$ cat src/rtl/disp_scheduler_pkg.sv
// Shared definitions for the display scheduler: state/mode encoding,
// digit-enable constants and small helpers for counter widths and blanking.
package disp_sched_pkg;

    typedef enum logic [1:0] {
        ST_SYM     = 2'd0,
        ST_BAL     = 2'd1,
        ST_WIN_OFF = 2'd2,
        ST_WIN_ON  = 2'd3
    } state_e;

    localparam logic [3:0] EN_SYM  = 4'b0111;
    localparam logic [3:0] EN_ALL  = 4'b1111;
    localparam logic [3:0] EN_NONE = 4'b0000;

    // Width able to hold 0..n, never narrower than one bit.
    function automatic int cnt_w(input int unsigned n);
        return (n > 0) ? $clog2(n + 1) : 1;
    endfunction

    // Blank zero digits from the top down; digit 0 always stays lit.
    function automatic logic [3:0] lz_digit_en(input logic [15:0] bcd);
        logic [3:0] en;
        if (bcd[15:12] != 4'h0)     en = EN_ALL;
        else if (bcd[11:8] != 4'h0) en = 4'b0111;
        else if (bcd[7:4] != 4'h0)  en = 4'b0011;
        else                        en = 4'b0001;
        return en;
    endfunction

endpackage

$ cat src/rtl/disp_scheduler_if.sv
// Bundle between the slot engine side (master) and the display scheduler (slave):
// requester inputs plus the registered display outputs.
interface disp_scheduler_if;

    logic [11:0] sym;
    logic [15:0] bal_bcd;
    logic        bal_req;
    logic        win_evt;
    logic        spin_active;
    logic [15:0] disp_data;
    logic [3:0]  digit_en;
    logic [1:0]  mode;

    modport master (
        output sym, bal_bcd, bal_req, win_evt, spin_active,
        input  disp_data, digit_en, mode
    );

    modport slave (
        input  sym, bal_bcd, bal_req, win_evt, spin_active,
        output disp_data, digit_en, mode
    );

endinterface

$ cat src/rtl/disp_scheduler_tick_timer.sv
// tick_timer: loadable down-counter that saturates at zero and pulses expire
// on the load_val-th clock edge after a load.
module tick_timer
    import disp_sched_pkg::*;
#(
    parameter int W = 8
) (
    input  logic         clk,
    input  logic         rst_n,
    input  logic         load,
    input  logic [W-1:0] load_val,
    output logic         expire
);

    logic [W-1:0] cnt_q;
    logic [W-1:0] cnt_d;

    always_comb begin
        cnt_d = cnt_q;
        if (load) begin
            cnt_d = load_val;
        end else if (cnt_q != '0) begin
            cnt_d = cnt_q - W'(1);
        end
    end

    always_ff @(posedge clk or negedge rst_n) begin
        if (!rst_n) begin
            cnt_q <= '0;
        end else begin
            cnt_q <= cnt_d;
        end
    end

    // Fires while the last tick of the period is being counted out.
    assign expire = (cnt_q == W'(1));

endmodule

$ cat src/rtl/disp_scheduler.sv
// disp_scheduler: chooses what the shared 4-digit display shows (reel symbols,
// balance, win blink). Optional DISP_LZ_SUPPRESS_EN blanks leading balance zeros.
module disp_scheduler
    import disp_sched_pkg::*;
#(
    parameter int unsigned BLINK_TICKS    = 25_000_000,
    parameter int unsigned BLINK_COUNT    = 6,
    parameter int unsigned BAL_HOLD_TICKS = 200_000_000
) (
    input logic             clk,
    input logic             rst_n,
    disp_scheduler_if.slave bus
);

    localparam int HOLD_W  = cnt_w(BAL_HOLD_TICKS);
    localparam int BLINK_W = cnt_w(BLINK_TICKS);
    localparam int PAIR_W  = cnt_w(BLINK_COUNT);

    localparam logic [HOLD_W-1:0]  HOLD_FULL  = HOLD_W'(BAL_HOLD_TICKS);
    localparam logic [BLINK_W-1:0] BLINK_FULL = BLINK_W'(BLINK_TICKS);
    localparam logic [PAIR_W-1:0]  PAIR_FULL  = PAIR_W'(BLINK_COUNT);

    function automatic logic [PAIR_W-1:0] pair_sat_dec(input logic [PAIR_W-1:0] v);
        return (v == '0) ? '0 : v - PAIR_W'(1);
    endfunction

    state_e              state_q, state_d;
    logic [PAIR_W-1:0]   pair_q, pair_d, pair_dec;
    logic [15:0]         disp_data_q, disp_data_d;
    logic [3:0]          digit_en_q, digit_en_d;
    logic                win_q;
    logic                hold_load, hold_expire;
    logic [HOLD_W-1:0]   hold_val;
    logic                blink_load_d, blink_expire;
    logic [BLINK_W-1:0]  blink_val;

    assign win_q = (state_q == ST_WIN_OFF) || (state_q == ST_WIN_ON);

    always_comb begin
        state_d      = state_q;
        pair_d       = pair_q;
        blink_load_d = 1'b0;
        pair_dec     = pair_sat_dec(pair_q);

        if (bus.spin_active) begin
            state_d = ST_SYM;
        end else if (bus.win_evt) begin
            state_d      = ST_WIN_OFF;
            pair_d       = PAIR_FULL;
            blink_load_d = 1'b1;
        end else begin
            case (state_q)
                ST_SYM: begin
                    if (bus.bal_req) state_d = ST_BAL;
                end
                ST_BAL: begin
                    if (bus.bal_req || hold_expire) state_d = ST_SYM;
                end
                ST_WIN_OFF: begin
                    if (blink_expire) begin
                        state_d      = ST_WIN_ON;
                        blink_load_d = 1'b1;
                    end
                end
                ST_WIN_ON: begin
                    if (blink_expire) begin
                        pair_d = pair_dec;
                        if (pair_dec == '0) begin
                            state_d = ST_SYM;
                        end else begin
                            state_d      = ST_WIN_OFF;
                            blink_load_d = 1'b1;
                        end
                    end
                end
                default: state_d = ST_SYM;
            endcase
        end

        // Leaving the celebration early clears the phase timer and pair count.
        if (state_d == ST_SYM || state_d == ST_BAL) begin
            pair_d = '0;
            if (win_q) blink_load_d = 1'b1;
        end
    end

    // Hold timer is armed on entry to BAL and cleared on any exit.
    assign hold_load = (state_d == ST_BAL) != (state_q == ST_BAL);
    assign hold_val  = (state_d == ST_BAL) ? HOLD_FULL : '0;
    assign blink_val = (state_d == ST_WIN_OFF || state_d == ST_WIN_ON) ? BLINK_FULL : '0;

    always_comb begin
        disp_data_d = {4'h0, bus.sym};
        digit_en_d  = EN_SYM;
        case (state_d)
            ST_BAL: begin
                disp_data_d = bus.bal_bcd;
`ifdef DISP_LZ_SUPPRESS_EN
                digit_en_d  = lz_digit_en(bus.bal_bcd);
`else
                digit_en_d  = EN_ALL;
`endif
            end
            ST_WIN_OFF: digit_en_d = EN_NONE;
            default:    digit_en_d = EN_SYM;
        endcase
    end

    always_ff @(posedge clk or negedge rst_n) begin
        if (!rst_n) begin
            state_q     <= ST_SYM;
            pair_q      <= '0;
            disp_data_q <= 16'h0000;
            digit_en_q  <= EN_NONE;
        end else begin
            state_q     <= state_d;
            pair_q      <= pair_d;
            disp_data_q <= disp_data_d;
            digit_en_q  <= digit_en_d;
        end
    end

    tick_timer #(.W(HOLD_W)) u_hold_timer (
        .clk      (clk),
        .rst_n    (rst_n),
        .load     (hold_load),
        .load_val (hold_val),
        .expire   (hold_expire)
    );

    tick_timer #(.W(BLINK_W)) u_blink_timer (
        .clk      (clk),
        .rst_n    (rst_n),
        .load     (blink_load_d),
        .load_val (blink_val),
        .expire   (blink_expire)
    );

    assign bus.disp_data = disp_data_q;
    assign bus.digit_en  = digit_en_q;
    assign bus.mode      = state_q;

endmodule

$ cat src/flat_wrapper.sv
// flat-port wrapper written by rule: the top's interface ports become plain ports
module disp_scheduler_flat import disp_sched_pkg::*;
#(
    parameter int unsigned BLINK_TICKS    = 25_000_000,
    parameter int unsigned BLINK_COUNT    = 6,
    parameter int unsigned BAL_HOLD_TICKS = 200_000_000
)
  (clk, rst_n, bus_sym, bus_bal_bcd, bus_bal_req, bus_win_evt, bus_spin_active, bus_disp_data, bus_digit_en, bus_mode);
  disp_scheduler_if bus_i ();
  input logic clk;
  input logic rst_n;
  input wire logic [$bits(bus_i.sym)-1:0] bus_sym;
  input wire logic [$bits(bus_i.bal_bcd)-1:0] bus_bal_bcd;
  input wire logic [$bits(bus_i.bal_req)-1:0] bus_bal_req;
  input wire logic [$bits(bus_i.win_evt)-1:0] bus_win_evt;
  input wire logic [$bits(bus_i.spin_active)-1:0] bus_spin_active;
  output wire logic [$bits(bus_i.disp_data)-1:0] bus_disp_data;
  output wire logic [$bits(bus_i.digit_en)-1:0] bus_digit_en;
  output wire logic [$bits(bus_i.mode)-1:0] bus_mode;
  assign bus_i.sym = bus_sym;
  assign bus_i.bal_bcd = bus_bal_bcd;
  assign bus_i.bal_req = bus_bal_req;
  assign bus_i.win_evt = bus_win_evt;
  assign bus_i.spin_active = bus_spin_active;
  assign bus_disp_data = bus_i.disp_data;
  assign bus_digit_en = bus_i.digit_en;
  assign bus_mode = bus_i.mode;
  disp_scheduler #(.BLINK_TICKS(BLINK_TICKS), .BLINK_COUNT(BLINK_COUNT), .BAL_HOLD_TICKS(BAL_HOLD_TICKS)) u_core (.clk(clk), .rst_n(rst_n), .bus(bus_i));
endmodule
$ cat config.mk
export PLATFORM = sky130hd
export DESIGN_NAME = disp_scheduler_flat
export DESIGN_NICKNAME = d
export VERILOG_FILES = /design/src/rtl/disp_scheduler_pkg.sv /design/src/rtl/disp_scheduler_if.sv /design/src/rtl/disp_scheduler_tick_timer.sv /design/src/rtl/disp_scheduler.sv /design/src/flat_wrapper.sv
export SDC_FILE = /design/constraint.sdc
export NUM_CORES = 1
export LEC_CHECK = 0
export BUFFER_PORTS_ARGS = -buffer_cell sky130_fd_sc_hd__buf_2
export CELL_PAD_IN_SITES_DETAIL_PLACEMENT = 0
export CELL_PAD_IN_SITES_GLOBAL_PLACEMENT = 1
export CORE_AREA = 4 4 103 105
export DETAILED_ROUTE_END_ITERATION = 6
export DIE_AREA = 0 0 107 109
export PLACE_DENSITY_LB_ADDON = 0.1
export SLEW_MARGIN = 20
export SYNTH_ARGS = -nofsm -noshare
export SYNTH_HDL_FRONTEND = slang
export SYNTH_HIERARCHICAL = 1
export SYNTH_SLANG_ARGS = --single-unit
export TNS_END_PERCENT = 10
$ cat constraint.sdc
create_clock -name clk -period 4.5 [get_ports clk]
set_input_delay 0.675 -clock clk [delete_from_list [all_inputs] [get_ports clk]]
set_output_delay 0.675 -clock clk [all_outputs]
set_load 0.005 [all_outputs]
==> results.py <==
metrics = {
    "outcome": {
        "status": "complete, no violations",
    },
    "floorplan": {
        "ioPinCount": 55,
        "initial_core_util": 0.446,
        "core_um2": 9640,
        "die_h_um": 109,
        "rows": 36,
        "die_area_um2": 11700,
        "die-width_um": 107,
    },
    "synthesis": {
        "avgSynthCellArea_um2": 9.98,
        "netlist-cell-type-count": 70,
        "synthAdderAreaFrac": 0.0233,
        "synth.most_common_cell": "dfrtp_1",
        "synth_xor_area_frac": 0.0550,
        "synth-seq-area-share": 0.442,
        "syn-instance-count": 431,
        "synth-simple-area-share": 0.234,
        "async_flop_share": 1.00,
        "yosys-top-cells-count": "dfrtp_1 (76), nand2_1 (47), nor2_1 (29), o21ai_0 (20)",
        "ys.flop_type": "dfrtp_1",
        "synth_compound_area_frac": 0.163,
        "synth-edff-count": 0,
        "ys_ff_latch": 76,
        "ys.warnings.count": 6,
        "synthMuxAreaShare": 0.0425,
        "netlist_area_um2": 4300,
        "synthTopCellsByArea": "dfrtp_1 (44%), nand2_1 (4.1%), xnor2_1 (3.9%)",
        "yosysTopAreaCellShare": 0.442,
        "synth_top_family_by_area": "simple AND/OR/NAND/NOR gates",
        "synth_top_area_cell": "dfrtp_1",
    },
    "route": {
        "drtIter0Drc": 124,
        "wl_per_cell_um": 14.1,
        "drc": 0,
        "firstDrtPassIters": 4,
        "via_per_inst": 5.10,
        "wl_um": 9130,
        "ant_nets": 0,
        "via_count": 3313,
    },
    "clocking": {
        "clock-sinks": 76,
        "clockBufferDepth": 2,
        "clk_latency_ps": 350,
        "htreeDepth": 3,
        "numCtsBuffers": 9,
        "post_cts_buffers": 0,
        "ctsResizeCount": 0,
        "clkTransAtPathRegs_ps": 80,
        "cts_hold_buf": 0,
        "cts_tree": "yes",
        "cts_root_buffer": "clkbuf_8",
    },
    "timing": {
        "worstMarginPinSlew_ps": 965,
        "min_period_ps": 3500,
        "maxSlewHeadroom": 0.356,
        "timing.final.crit_share": 0.778,
        "setup_viol": 0,
        "fin_setup_tns_ps": 0,
        "clock.fmax_mhz": 286,
        "whs_ps": 478,
        "rsz0062_at_grt": "false",
        "hold_viol_final": 0,
        "worst_clock_skew_ps": 9.21,
        "drv_slew": 0,
    },
    "final_layout": {
        "ff_latch_area_um2": 1900,
        "n_antenna_cell": 0,
        "syn2layout_area_growth_pct": 15.5,
        "final_nets": 553,
        "drive_above_1_share": 0.227,
        "fillers": 931,
        "multi_input_comb_area_um2": 2350,
    },
    "job": {
        "max_cap_viol_count": 0,
    },
    "critical_path": {
        "crit_fanout": 42,
        "path_cells": "nor4_1 > and4b_1 > and3_1 > and2_1 > a31oi_1 > nand2b_1 > xnor2_2 > buf_4 > nor4_1 > a211oi_1",
        "max_stage_delay_ps": 630,
        "crit_end": "u_core/u_hold_timer/cnt_q[23]",
        "critical-path-slowest-cell": "nor4_1",
        "ff2ff_setup_slack_ps": 1000,
        "r2r-start": "u_core/u_blink_timer/cnt_q[9]",
        "path_common_cell": "nor4_1",
        "required_ps": 4700,
        "reg2regPathDepth": 10,
        "cp_top_family": "simple AND/OR/NAND/NOR gates",
        "cp-start-kind": "flop",
        "crit_buf_inv": 1,
        "path_depth": 10,
        "r2r_end": "u_core/u_hold_timer/cnt_q[23]",
        "path_class": "reg2reg",
        "crit_start": "u_core/u_blink_timer/cnt_q[9]",
        "crit_arrival_ps": 3700,
        "cp-end-kind": "flop",
    },
    "place": {
        "dp_hpwl_um": 6080,
        "portBuffers": 54,
        "place_congestion": 0.766,
    },
    "grt": {
        "grt_pass1_vias": 3358,
        "grt_pass1_wl_um": 15800,
        "grt_max_degree": 77,
        "antenna_found_initial": 0,
        "grt_usage": 0.170,
        "globalRouteOverflowTotal": 0,
    },
    "hold_path": {
        "holdCritPathClass": "in2async",
    },
    "power": {
        "irDropWorstVdd_uv": 153,
        "power.switching_mw": 0.665,
        "power_density_nw_per_um2": 396,
        "p_leak_nw": 2.13,
        "sw_frac_of_total": 0.338,
        "combPwrFrac": 0.251,
        "power_frac_seq": 0.495,
        "p_clk_frac": 0.255,
        "p_int_mw": 1.30,
    },
}
[sequential cells by signal, indices dropped and copies added, names as in the netlist]
signal,cells
u_core/bus.digit_en,2
u_core/bus.disp_data,16
u_core/bus.mode,2
u_core/pair_q,3
u_core/u_blink_timer/cnt_q,25
u_core/u_hold_timer/cnt_q,28
[per-layer routing]
metal  up-vias  part of all wire  track usage
met5         -                 0            0
met4         0             0.016       0.0749
met3        11             0.023       0.0266
met2        37              0.50        0.288
met1      1573              0.47        0.216
li1       1692                 -            -
[logic make-up after synthesis]
group | after synthesis
compound gates | 102
xor+xnor | 27
fa+ha+maj | 8
buf+inv | 33
flops | 76
mux | 15
other cells | 1
simple gates | 169
[cell usage in the layout, fill, tap and decap left out, drive strengths merged, types with 8 or more instances in the layout]
master and n:
nand2 47, nand3 10, xnor2 19, mux2 14, nor4 13, ha 8
clkbuf 10, o31ai 20, buf 59, inv 15, xor2 8, o21ai 23
conb 29, dfrtp 76, nor3 18, nor2 29, or3 17, a21oi 17
[through the flow]
step | std cells | instance area [µm²] | power (mW) | setup slack [ps] | util
4_1_cts | 649 | 4970 | 2.00 | 984 | 0.516
3_5_place_dp | 634 | 4790 | 1.48 | 997 | 0.497
2_1_floorplan | 459 | 4410 | 1.34 | 1040 | -
6_report | 649 | 4970 | 1.97 | 998 | 0.516
3_3_place_gp | 634 | 4790 | 1.47 | 1070 | 0.497
5_1_grt | 649 | 4970 | 2.12 | 685 | 0.516
[worst min-delay path by stage]
| stage | start | end | slack [ps] | cells past startpoint |
|---|---|---|---|---|
| 2_1_floorplan | rst_n | u_core/bus.digit_en[2] | 380 | 0 |
| 3_3_place_gp | u_core/u_hold_timer/cnt_q[12] | u_core/u_hold_timer/cnt_q[12] | 510 | 1 |
| 3_5_place_dp | u_core/u_hold_timer/cnt_q[12] | u_core/u_hold_timer/cnt_q[12] | 520 | 1 |
| 4_1_cts | bus_bal_bcd[15] | u_core/bus.disp_data[15] | 500 | 3 |
| 5_1_grt | bus_bal_bcd[15] | u_core/bus.disp_data[15] | 500 | 3 |
| 6_report | rst_n | u_core/bus.disp_data[12] | 480 | 1 |
[power by group through the flow]
stage | Sequential, mW | Combinational, mW | Clock [mW]
6_report | 0.973 | 0.493 | 0.501
5_1_grt | 0.994 | 0.565 | 0.556
4_1_cts | 0.971 | 0.501 | 0.529
3_5_place_dp | 0.983 | 0.498 | 0
3_3_place_gp | 0.982 | 0.488 | 0
2_1_floorplan | 0.954 | 0.387 | 0
[worst register-to-register path: cells and delay by family (launching register included)]
kind	cells	cell delay, ps
simple gates	6	2240
compound gates	2	260
buf+inv	1	270
xor+xnor	1	170
flops	1	420
[cell type report]
cell class / instances / area share
clock buffers: 10 / 0.0257
clock inverters: 5 / 0.0108
inverters: 16 / 0.0121
multi-input cells: 350 / 0.473
flip-flops and latches: 76 / 0.383
well taps: 133 / 0.0335
repair buffers: 59 / 0.0624
(Power assumes the default switching activity.)
